--- config.mk ---
export PLATFORM = sky130hd
export DESIGN_NAME = uart_tx_frame
export DESIGN_NICKNAME = d
export VERILOG_FILES = /design/src/rtl/uart_pkg.sv /design/src/rtl/uart_tx_frame.sv
export SDC_FILE = /design/constraint.sdc
export NUM_CORES = 1
export LEC_CHECK = 0
export ABC_AREA = 1
export CAP_MARGIN = 40
export CORE_MARGIN = 2
export CORE_UTILIZATION = 56
export CTS_CLUSTER_SIZE = 8
export DETAILED_ROUTE_END_ITERATION = 7
export PLACE_DENSITY = 0.85
export SLEW_MARGIN = 40
export SYNTH_ARGS = -nofsm -noshare
export SYNTH_HDL_FRONTEND = slang
export SYNTH_SLANG_ARGS = --single-unit
--- constraint.sdc ---
create_clock -name CLKIN -period 3 [get_ports CLKIN]
set_input_delay 0.45 -clock CLKIN [delete_from_list [all_inputs] [get_ports CLKIN]]
set_output_delay 0.45 -clock CLKIN [all_outputs]
set_load 0.1 [all_outputs]
--- src/rtl/uart_pkg.sv ---
// Shared UART definitions: transmitter state type, line levels and frame-length helper.
package uart_pkg;

  typedef enum logic [2:0] {
    StIdle,
    StStart,
    StData,
    StParity,
    StStop
  } tx_state_e;

  localparam logic LineIdle  = 1'b1;
  localparam logic LineStart = 1'b0;
  localparam logic LineStop  = 1'b1;

  // Enabled ticks per frame: start + data + optional parity + stop bits.
  function automatic int unsigned frame_len(input int unsigned data_bits,
                                            input int unsigned parity,
                                            input int unsigned stop_bits);
    return 1 + data_bits + parity + stop_bits;
  endfunction

endpackage

--- src/rtl/uart_tx_frame.sv ---
// Parametrised UART transmitter paced by an external baud tick (clock_enable).
// Frame: start bit, LSB-first data, optional parity, STOP_BITS stop bits.
// Define UART_TX_PARITY_EN to compile in the parity bit.
module uart_tx_frame
  import uart_pkg::*;
#(
  parameter int unsigned DATA_BITS  = 8,
  parameter int unsigned STOP_BITS  = 1,
  parameter int unsigned PARITY_ODD = 0
) (
  input  logic                 CLKIN,
  input  logic                 RESET,
  input  logic                 clock_enable,
  input  logic [DATA_BITS-1:0] data,
  input  logic                 valid,
  output logic                 ready,
  output logic                 tx
);

  localparam int unsigned CntW = $clog2(DATA_BITS);
  localparam logic [CntW-1:0] CntLast = CntW'(DATA_BITS - 1);
  localparam logic [1:0] StopLast = 2'(STOP_BITS - 1);

  if (DATA_BITS < 5 || DATA_BITS > 9) begin : g_bad_data_bits
    $error("uart_tx_frame: DATA_BITS must be 5..9");
  end
  if (STOP_BITS < 1 || STOP_BITS > 2) begin : g_bad_stop_bits
    $error("uart_tx_frame: STOP_BITS must be 1 or 2");
  end
  if (PARITY_ODD > 1) begin : g_bad_parity_odd
    $error("uart_tx_frame: PARITY_ODD must be 0 or 1");
  end

  tx_state_e            state_q, state_d;
  logic [DATA_BITS-1:0] shreg_q, shreg_d;
  logic [CntW-1:0]      cnt_q, cnt_d;
  logic [1:0]           stop_cnt_q, stop_cnt_d;
  logic                 tx_q, tx_d;
  logic                 ready_q, ready_d;
  logic                 enter_stop;
`ifdef UART_TX_PARITY_EN
  logic                 par_q, par_d;
`endif

  // Next-state logic: everything advances only on baud ticks.
  always_comb begin
    state_d    = state_q;
    shreg_d    = shreg_q;
    cnt_d      = cnt_q;
    stop_cnt_d = stop_cnt_q;
    tx_d       = tx_q;
    ready_d    = ready_q;
    enter_stop = 1'b0;
`ifdef UART_TX_PARITY_EN
    par_d      = par_q;
`endif
    if (clock_enable) begin
      unique case (state_q)
        StIdle: begin
          if (valid && ready_q) begin
            shreg_d = data;
            tx_d    = LineStart;
            ready_d = 1'b0;
            state_d = StStart;
`ifdef UART_TX_PARITY_EN
            // Parity taken from the word as accepted, before any shifting.
            par_d   = (^data) ^ PARITY_ODD[0];
`endif
          end
        end
        StStart: begin
          tx_d    = shreg_q[0];
          shreg_d = shreg_q >> 1;
          cnt_d   = '0;
          state_d = StData;
        end
        StData: begin
          if (cnt_q == CntLast) begin
`ifdef UART_TX_PARITY_EN
            tx_d    = par_q;
            state_d = StParity;
`else
            enter_stop = 1'b1;
`endif
          end else begin
            tx_d    = shreg_q[0];
            shreg_d = shreg_q >> 1;
            cnt_d   = cnt_q + 1'b1;
          end
        end
`ifdef UART_TX_PARITY_EN
        StParity: begin
          enter_stop = 1'b1;
        end
`endif
        StStop: begin
          // Only reached with two stop bits; the line is already high.
          if (stop_cnt_q == StopLast) begin
            state_d = StIdle;
            ready_d = 1'b1;
          end else begin
            stop_cnt_d = stop_cnt_q + 2'd1;
          end
        end
        default: begin
          state_d = StIdle;
        end
      endcase

      // The first stop bit; ready rises on the edge that starts the last one.
      if (enter_stop) begin
        tx_d = LineStop;
        if (STOP_BITS == 1) begin
          state_d = StIdle;
          ready_d = 1'b1;
        end else begin
          state_d    = StStop;
          stop_cnt_d = 2'd1;
        end
      end
    end
  end

  // State registers with asynchronous reset to an idle, ready line.
  always_ff @(posedge CLKIN or posedge RESET) begin
    if (RESET) begin
      state_q    <= StIdle;
      shreg_q    <= '0;
      cnt_q      <= '0;
      stop_cnt_q <= '0;
      tx_q       <= LineIdle;
      ready_q    <= 1'b1;
`ifdef UART_TX_PARITY_EN
      par_q      <= 1'b0;
`endif
    end else begin
      state_q    <= state_d;
      shreg_q    <= shreg_d;
      cnt_q      <= cnt_d;
      stop_cnt_q <= stop_cnt_d;
      tx_q       <= tx_d;
      ready_q    <= ready_d;
`ifdef UART_TX_PARITY_EN
      par_q      <= par_d;
`endif
    end
  end

  assign tx    = tx_q;
  assign ready = ready_q;

endmodule
==> impl_metrics.ini <==
[outcome]
status = completed

[timing]
finalCritPeriodShare_pct = 52.7
layout_min_cycle_time_ps = 1580
tightest_slew_ps = 577
fmax_mhz = 633
finalSetupViolations = 0
finalHoldViolCount = 0
finalMaxSlewViolations = 0
setup_tns_ps = 0
relSlewSlack_pct = 61.5
rsz0062_at_grt = false
finClkSkew_ps = 0.489

[worst_hold_path]
hp-start = tx
hold_path_depth = 2
worstHoldEndpoint = tx
hold_class = reg2reg

[setup_path]
crit_slowest_cell = dfstp_2
crit_type = reg2out
worstPathCellList = buf_4
worstReg2RegEnd = shreg_q[0]
r2r_start = cnt_q[0]
critPathBufInv = 1
critPathArrivalTime_ps = 1130
cp_top_family = flip-flops
path_max_fanout = 3
endpoint_kind = primary output
r2r_slack_ps = 1510
cp-startpoint = ready
reg2reg_depth = 7
cp.required_ps = 2550
worstSetupStartpointType = flip-flop
slowest_delay_ps = 560

[grt]
grtUsageMet2_pct = 31.9
first_global_vias = 698
grt_first_pass_wirelength_um = 2970
grt_max_degree = 16
grt.total_usage_pct = 20.6
use_met1_pct = 27.8
grtUsageMet3_pct = 3.60
busiest_layer = met2
antenna_found_initial = 0
overflow = 0

[floorplan]
core_sq_um = 1540
fp.dieH_um = 44.9
die_x_um = 44.9
die_area_sq_um = 2020
rows = 14
start_util_pct = 60.8
io_pins = 14

[synth]
yosys.area.top_type = dfrtp_1
synth_seq_cells = 15
synth_nets = 138
synth_warnings = 0
yosysTopAreaCellShare_pct = 34.7
syn_area_sq_um = 937
synth_cell_types = 18
syn_avg_cell_area_sq_um = 7.88
synth_area_leaders = dfrtp_1, nand2_1, ha_1, o21bai_1, inv_1
netlist_instances = 119
synth.yosys.seq_area_share_pct = 40.3

[final_layout]
area.growth.synth_to_final_pct = 16.3
nFillCells = 133
final_cell_mix = nand2_1, inv_1, dfrtp_1, nand3_1, clkdlybuf4s50_1
drive_above_1_share_pct = 12.7
fin_nets = 154
final_common_cell = nand2_1
num_antenna_cells = 0
final_core_utilization_pct = 70.7

[route]
routedWlPerCell_um = 11.7
firstDrtPassIters = 4
drtIter0Drc = 17
viasPerCell = 5.33
wirelength_um = 1760
ant_nets = 0
vias = 800
drcViolationCount = 0

[pwr]
powerDensity_nw_per_um2 = 332
leakagePower_uw = 0.000583
ir_worst_vdd_uv = 243

[clock_tree]
cts-root-buf = clkbuf_4
clock_latency_ps = 280
ctsLongestPathBuffers = 2
clkTransAtPathRegs_ps = 90
cts_tree = built
post_cts.repair.setup_buffers = 0
h-tree-depth = 1
postCtsHoldBufs = 0
clock-sinks = 15
postCtsResizedCells = 0
numCtsBuffers = 3

[placement]
gp_congestion = 0.840
hpwlAfterDp_um = 1330
port_buffers = 13

[flow_run]
maxCapViolCount = 0
registers in the layout, indices dropped and copies added, names as in the netlist:
signal / cells
state_q: 2
ready: 1
shreg_q: 8
cnt_q: 3
tx: 1
power breakdown:
group	switching (uW)	internal [uW]
Combinational	15.0	19.6
Sequential	1.57	208
Clock	66.1	51.7
Total	82.7	279
synthesized netlist by cell type (all sizes together):
cell,n
nand2,37
inv,19
dfrtp,13
nand3,12
o21ai,11
o21bai,8
ha,7
nand4,4
nor2,3
buf,2
dfstp,2
a21oi,1
how the worst max path moves through the flow:
stage	end	slack, ps	cells after the start
after floorplan	ready	1490	7
after global placement	ready	1330	6
after detailed placement	ready	1290	6
after CTS	ready	1410	1
after global routing	shreg_q[6]	1350	7
final	ready	1420	1
cells by family after synthesis:
logic type	Yosys count	synth area share, %
compound gates	20	14.0
buf+inv	21	9.61
flops	15	40.3
simple gates	56	26.7
fa+ha+maj	7	9.35
metal layers:
metal,vias up,wire [um],share of wire [%]
li1,413,-,-
met1,360,806,46
met2,22,825,47
met3,5,97,5.5
met4,0,31,1.8
met5,-,0,0
per-stage QoR:
stage	power, uW	hold slack, ps	instances	setup WS (ps)	cell area (sq um)
floorplan	231	350	119	1490	937
global placement	247	449	146	1330	1060
detailed placement	248	451	146	1290	1060
CTS	363	466	150	1410	1090
global route	376	474	150	1350	1090
finish	362	463	150	1420	1090
layout make-up:
type	count	area, sq um	area share (%)
well taps	16	20.0	1.84
multi-input cells	83	469	43.1
inverters	19	71.3	6.54
clock buffers	4	26.3	2.41
repair buffers	13	125	11.5
flip-flops and latches	15	378	34.7
No activity file was read; power rests on OpenSTA's default activity.
